### config.mk
export PLATFORM = sky130hd
export DESIGN_NAME = pixel_preproc_stream
export DESIGN_NICKNAME = d
export VERILOG_FILES = /design/src/rtl/pixel_preproc_stream.sv
export SDC_FILE = /design/constraint.sdc
export NUM_CORES = 1
export LEC_CHECK = 0
export CAP_MARGIN = 20
export CORE_UTILIZATION = 55
export DETAILED_ROUTE_END_ITERATION = 10
export PLACE_DENSITY = 0.72
export SLEW_MARGIN = 5
export SYNTH_ARGS = -nofsm -noshare
export SYNTH_HDL_FRONTEND = slang
export SYNTH_SLANG_ARGS = --single-unit
export TNS_END_PERCENT = 10
### constraint.sdc
create_clock -name clk -period 10.65 [get_ports clk]
set_input_delay 2.13 -clock clk [delete_from_list [all_inputs] [get_ports clk]]
set_output_delay 2.13 -clock clk [all_outputs]
set_load 0.02 [all_outputs]
### src/rtl/pixel_preproc_stream.sv
// RGB-to-intensity front-end: channel expansion, mode-selected conversion and frame tagging
// through a two-stage valid/ready pipeline.
module pixel_preproc_stream #(
  parameter int IMG_WIDTH  = 640,
  parameter int IMG_HEIGHT = 480,
  parameter int CH_W       = 4
) (
  input  logic              clk,
  input  logic              rst_n,
  input  logic              frame_sync,
  input  logic [1:0]        mode,
  input  logic [7:0]        thresh,
  input  logic              x_valid,
  output logic              x_ready,
  input  logic [3*CH_W-1:0] x_data,
  output logic              y_valid,
  input  logic              y_ready,
  output logic [7:0]        y_data,
  output logic              y_sop,
  output logic              y_eop,
  output logic [1:0]        active_mode
);

  localparam int XW = (IMG_WIDTH > 2) ? $clog2(IMG_WIDTH) : 1;
  localparam int YW = (IMG_HEIGHT > 2) ? $clog2(IMG_HEIGHT) : 1;
  localparam logic [XW-1:0] XMax = XW'(IMG_WIDTH - 1);
  localparam logic [YW-1:0] YMax = YW'(IMG_HEIGHT - 1);

  // MSB-first replication of the channel bits, truncated to 8 bits.
  function automatic logic [7:0] expand(input logic [CH_W-1:0] c);
    logic [7:0] e;
    e = '0;
    for (int i = 0; i < 8; i++) begin
      e[7-i] = c[CH_W-1-(i%CH_W)];
    end
    return e;
  endfunction

  logic [XW-1:0] x_cnt;
  logic [YW-1:0] y_cnt;
  logic          sync_pend;
  logic [1:0]    mode_r;
  logic [7:0]    thresh_r;

  logic          s1_valid;
  logic [7:0]    s1_r, s1_g, s1_b;
  logic          s1_sop, s1_eop;
  logic [1:0]    s1_mode;
  logic [7:0]    s1_thresh;

  logic          s2_valid;
  logic [7:0]    s2_data;
  logic          s2_sop, s2_eop;

  logic          s2_load, s1_load, accept;
  logic          restart;
  logic [XW-1:0] cur_x, nxt_x;
  logic [YW-1:0] cur_y, nxt_y;
  logic          cur_sop, cur_eop;
  logic [1:0]    use_mode;
  logic [7:0]    use_thresh;

  assign s2_load = !s2_valid | y_ready;
  assign s1_load = !s1_valid | s2_load;
  assign x_ready = s1_load;
  assign accept  = x_valid & x_ready;

  // A pending or same-cycle frame_sync forces the accepted pixel to the origin.
  always_comb begin
    restart    = sync_pend | frame_sync;
    cur_x      = restart ? '0 : x_cnt;
    cur_y      = restart ? '0 : y_cnt;
    cur_sop    = (cur_x == '0) && (cur_y == '0);
    cur_eop    = (cur_x == XMax) && (cur_y == YMax);
    use_mode   = cur_sop ? mode : mode_r;
    use_thresh = cur_sop ? thresh : thresh_r;
    if (cur_x == XMax) begin
      nxt_x = '0;
      nxt_y = (cur_y == YMax) ? '0 : cur_y + 1'b1;
    end else begin
      nxt_x = cur_x + 1'b1;
      nxt_y = cur_y;
    end
  end

  logic [9:0]  sum;
  logic [15:0] luma_acc;
  logic [7:0]  luma;
  logic [7:0]  conv;

  always_comb begin
    sum      = 10'(s1_r) + 10'(s1_g) + 10'(s1_b);
    luma_acc = 16'(s1_r) * 16'd77 + 16'(s1_g) * 16'd150 + 16'(s1_b) * 16'd29;
    luma     = luma_acc[15:8];
    conv     = '0;
    unique case (s1_mode)
      2'd0: conv = 8'(sum / 10'd3);
      2'd1: conv = luma;
      2'd2: conv = s1_g;
      2'd3: conv = (luma >= s1_thresh) ? 8'hFF : 8'h00;
      default: conv = '0;
    endcase
  end

  always_ff @(posedge clk) begin
    if (!rst_n) begin
      x_cnt     <= '0;
      y_cnt     <= '0;
      sync_pend <= 1'b0;
      mode_r    <= '0;
      thresh_r  <= '0;
      s1_valid  <= 1'b0;
      s1_r      <= '0;
      s1_g      <= '0;
      s1_b      <= '0;
      s1_sop    <= 1'b0;
      s1_eop    <= 1'b0;
      s1_mode   <= '0;
      s1_thresh <= '0;
      s2_valid  <= 1'b0;
      s2_data   <= '0;
      s2_sop    <= 1'b0;
      s2_eop    <= 1'b0;
    end else begin
      if (accept) begin
        x_cnt     <= nxt_x;
        y_cnt     <= nxt_y;
        sync_pend <= 1'b0;
        if (cur_sop) begin
          mode_r   <= mode;
          thresh_r <= thresh;
        end
      end else if (frame_sync) begin
        sync_pend <= 1'b1;
      end

      if (s1_load) begin
        s1_valid <= x_valid;
        if (x_valid) begin
          s1_r      <= expand(x_data[3*CH_W-1:2*CH_W]);
          s1_g      <= expand(x_data[2*CH_W-1:CH_W]);
          s1_b      <= expand(x_data[CH_W-1:0]);
          s1_sop    <= cur_sop;
          s1_eop    <= cur_eop;
          s1_mode   <= use_mode;
          s1_thresh <= use_thresh;
        end
      end

      if (s2_load) begin
        s2_valid <= s1_valid;
        if (s1_valid) begin
          s2_data <= conv;
          s2_sop  <= s1_sop;
          s2_eop  <= s1_eop;
        end
      end
    end
  end

  assign y_valid     = s2_valid;
  assign y_data      = s2_data;
  assign y_sop       = s2_sop;
  assign y_eop       = s2_eop;
  assign active_mode = mode_r;

endmodule

* After elaboration in Yosys (flattened, before gate mapping) *
Cells that the tools add are included.
Widths: inputs -> output; s select.

storage, ports and cells
  flip-flop bits (word level) = 78
  bits in latches = 0
  bits in writable memories = 0
  ROM bits = 0
  bits of input ports = 27
  output and inout port bits = 14
  word-level logic and storage cells = 57
  memories = 0

operators by class
  add/sub/neg operators = 6
  multiply operators = 3
  divide/modulo/power cells = 1
  magnitude comparators = 1
  equal/unequal tests = 5
  shift operators = 0
  multiplexer cells = 9
  bitwise operators = 5
  reductions and logical operators = 10

operator list
  cell                   count
  $pmux 8 s4             1
  $mul 8x7->15 const B   2
  $mux 9                 3
  $mux 10                2
  $add 15x16->16         1
  $add 16x13->16         1
  $mux 8                 2
  $mul 8x5->13 const B   1
  $add 10x1->10 const B  1
  $add 9x8->10           1
  $div 10x2->10 const B  1
  $eq 10x10->1 const B   1
  $logic_not 10->1       1
  $add 8x8->9            1
  $add 9x1->9 const B    1
  $eq 9x9->1 const B     1
  $logic_not 9->1        1
  $ge 8x8->1             1
  $eq 2x2->1 const B     2
  $reduce_and 2->1       2
  $or 1x1->1             3
  $eq 2x1->1 const B     1
  $logic_and 1x1->1      2
  $logic_not 1->1        2
  other kinds (5)        5

* Longest topological paths before layout *
  depth in word-level cells = 6
  gate-level depth with buffers = 32
  mapped depth without buffers = 32

* Worst setup path after synthesis *
Ideal clock, no wire load.

  path kind = reg2reg
  from = register s1_g[6]
  to = register s2_data[3] (netlist: y_data[3])
  setup time = 76 ps
  data arrival time = 7,476 ps
  required time = 10,574 ps
  path slack = 3,098 ps
  stages on the path, launching flop included = 31
  period minus slack after synthesis = 7,552 ps
  cells stage by stage = dfxtp_1 -> ha_1 -> ha_1 -> inv_1 -> fa_1 -> fa_1 -> inv_1 -> ha_1 -> o21ai_0 -> nand2b_1 -> xor2_1 -> ha_1 -> inv_1 -> fa_1 -> fa_1 -> inv_1 -> fa_1 -> ha_1 -> or2_2 -> a2111oi_0 -> o31ai_1 -> a31o_2 -> a21oi_1 -> xnor3_1 -> inv_1 -> ha_1 -> inv_1 -> o211ai_1 -> o21ai_0 -> a2111o_1 -> a21boi_0

on the way
  cells in the longest elaborated chain, start to end = 6
  elaborated cells on any way between the ends = 9
  classes of those cells = add/sub: 4; mul: 1; div: 1; order compare: 1; mux: 2

ends and longest elaborated chain
  item                                                  line  RTL
  start, declared                                       46    logic [7:0] s1_r, s1_g, s1_b;
  start signal, assigned                                141   s1_g <= expand(x_data[2*CH_W-1:CH_W]);
  branches (longest 5 deep; another with $add 9x8->10)  -
  $pmux 8 s4 *                                          96    unique case (s1_mode)
  end signal, assigned                                  153   s2_data <= conv;
  end, declared                                         52    logic [7:0] s2_data;

Every way passes the cells marked *.
A chain may end at the register's enable or synchronous reset.

* Worst setup path after layout *
  from = register s1_g[3]
  to = register s2_data[3] (netlist: y_data[3])

The elaborated chain is that of the path after synthesis.

==> flow_metrics.env <==
export IMPL_outcome="completed"
export IMPL_synth_commonest_cells="inv_1, nand2_1, ha_1"
export IMPL_diodes=0
export IMPL_setup_tns_ps=0
export IMPL_async_reset_ff_share_pct=0
export IMPL_syn_avg_cell_area_um2=8.214
export IMPL_start_util_pct=57.24
export IMPL_die_area_um2=13170
export IMPL_cts_tree="done"
export IMPL_wl_um=16930
export IMPL_ys_types=77
export IMPL_clockBufferDepth=2
export IMPL_cp_max_fo=10
export IMPL_dp_hpwl_um=13430
export IMPL_synth_main_ff_cell="dfxtp_1"
export IMPL_stdcell_area_um2=7639
export IMPL_drt_pass1_iter_count=5
export IMPL_worst_pin_slew_ps=929.3
export IMPL_wl_per_cell_um=16.33
export IMPL_cts_buffers=5
export IMPL_syn_nets=1028
export IMPL_num_vias=6010
export IMPL_netlist_instances=851
export IMPL_synth_top_area_share_pct=16.65
export IMPL_route_detailed_drc=0
export IMPL_first_global_vias=6126
export IMPL_via_per_inst=5.796
export IMPL_cts_clk_slew_worst_paths_ps=80
export IMPL_powerDensity_nw_per_um2=178.2
export IMPL_grt_pass1_wl_um=28970
export IMPL_port_buffers=40
export IMPL_period_share_pct=80.15
export IMPL_grt_max_degree=49
export IMPL_peakVddDrop_mv=0.1237
export IMPL_yosys_area_top_type="ha_1"
export IMPL_postCtsHoldBufs=0
export IMPL_coreArea_um2=12210
export IMPL_critPathKind="flop to flop"
export IMPL_maxSlewViolCount=0
export IMPL_setup_viol=0
export IMPL_rows=40
export IMPL_yosysMostFrequentCell="inv_1"
export IMPL_slew_headroom_pct=36.44
export IMPL_leakagePower_nw=3.670
export IMPL_layout_drive_gt1_share_pct=3.337
export IMPL_fin_cells=1037
export IMPL_finish_utilization_pct=62.55
export IMPL_post_cts_resized=0
export IMPL_cpMostUsedCell="ha_1"
export IMPL_fin_skew_ps=7.193
export IMPL_post_route_min_period_ps=8536
export IMPL_final_hold_violation_count=0
export IMPL_dp_cells=1029
export IMPL_grt_total_usage_pct=27.97
export IMPL_post_cts_buffers=0
export IMPL_yosys_warnings=0
export IMPL_detail_route_antenna_nets=0
export IMPL_rsz0062_at_grt="no"
export IMPL_antenna_found_initial=0
export IMPL_cap_viol_max_count=0
export IMPL_clkLatencyLatePin_ps=310
export IMPL_netlist_area_um2=6990
export IMPL_synth_edf_count=0
export IMPL_dieWidth_um=114.7
export IMPL_yosysSeqAreaShare_pct=16.04
export IMPL_fmax_mhz=117.2
export IMPL_syn_to_final_growth_pct=9.272
export IMPL_overflow=0
export IMPL_initialDrtViolationCount=417
export IMPL_ys_seq_elements=56
export IMPL_design_portCount=41
export IMPL_hold_path_class="flop to flop"
export IMPL_crit_path_max_incr_delay_ps=830
export IMPL_start_kind="flop"
export IMPL_hold_slack_ps=471.3
export IMPL_clock_sinks=56
export IMPL_cp_data_required_time_ps=10890
export IMPL_placed_area_um2=7486
export IMPL_die_h_um=114.7
export IMPL_ctsRootBufferMaster="clkbuf_16"
export IMPL_worstPathArrival_ps=8770
export IMPL_nets=1045
export IMPL_gp_congestion=0.8771
export IMPL_h_tree_depth=2
export IMPL_endpoint_kind="flop"
export IMPL_slowest_stage="a2111oi_0"
export IMPL_synth_area_leaders="ha_1, fa_1, dfxtp_1, inv_1, nand2_1"
through the flow:
stage               total power [mW]  setup slack (ps)
finish                         1.362              2114
CTS                            1.358              2140
global route                   1.490              1592
global placement               1.131              2497
detailed placement             1.173              2154
floorplan                     0.9353              3098
cells by family after synthesis:
group / count (synthesis) / share of synthesized area, %
simple gates: 251 / 17.38
compound gates: 194 / 19.04
buf+inv: 158 / 8.734
fa+ha+maj: 151 / 33.11
flops: 56 / 16.04
xor+xnor: 27 / 3.687
mux: 14 / 2.005
worst max-delay path, delay by kind of cell, from the launching register on:
family	cells	cell delay (ps)
adders and majority gates	11	3950
AOI/OAI and AO/OA	10	2890
DFF	1	580
and+or+nand+nor	2	400
xor gates and xnor gates	2	340
buffers and inverters	6	290
cell type report:
cell class / instances / area [µm²]
multi-input combinational: 637 / 5259
clock inverter: 3 / 27.53
sequential: 56 / 1121
clock buffer: 5 / 125.1
fill: 1100 / 4573
tap: 168 / 210.2
timing repair buffer: 44 / 430.4
inverter: 124 / 465.4
sequential cells by signal, indices dropped and copies added, names as in the netlist:
| name | flops |
|---|---|
| s1_sop | 1 |
| active_mode | 2 |
| y_valid | 1 |
| x_cnt | 10 |
| s1_g | 4 |
| y_eop | 1 |
| y_data | 8 |
| s1_valid | 1 |
| sync_pend | 1 |
| s1_eop | 1 |
| s1_b | 4 |
| y_cnt | 9 |
| y_sop | 1 |
| s1_r | 4 |
| thresh_r | 8 |
final timing paths:
check / start / end / slack (ps) / depth (start not counted)
max: s1_g[3] / y_data[3] / 2110 / 31
min: y_data[6] / y_data[6] / 470 / 2
max reg2reg: s1_g[3] / y_data[3] / 2110 / 31
min reg2reg: y_data[6] / y_data[6] / 470 / 2
cell usage in the layout (no fill, tap or decap), drive strengths merged, types with 20 or more instances in the layout:
cell,netlist,layout
nand3,20,20
inv,124,125
nor2,28,28
o21ai,43,43
clkdlybuf4s50,0,40
nor2b,24,24
ha,93,93
nand2,106,106
dfxtp,56,56
fa,57,57
a21oi,42,42
where the power goes:
part	switching (mW)	total, mW	internal (mW)
logic	0.553	0.945	0.392
clock network	0.0890	0.179	0.0897
registers	0.0180	0.238	0.220
total	0.660	1.36	0.701
layer usage:
layer / GRT usage, % / wire, µm
met5: 0 / 0
met4: 9.004 / 430
met3: 4.217 / 1006
met2: 48.53 / 8004
met1: 35.80 / 7489
(Power assumes the default switching activity.)
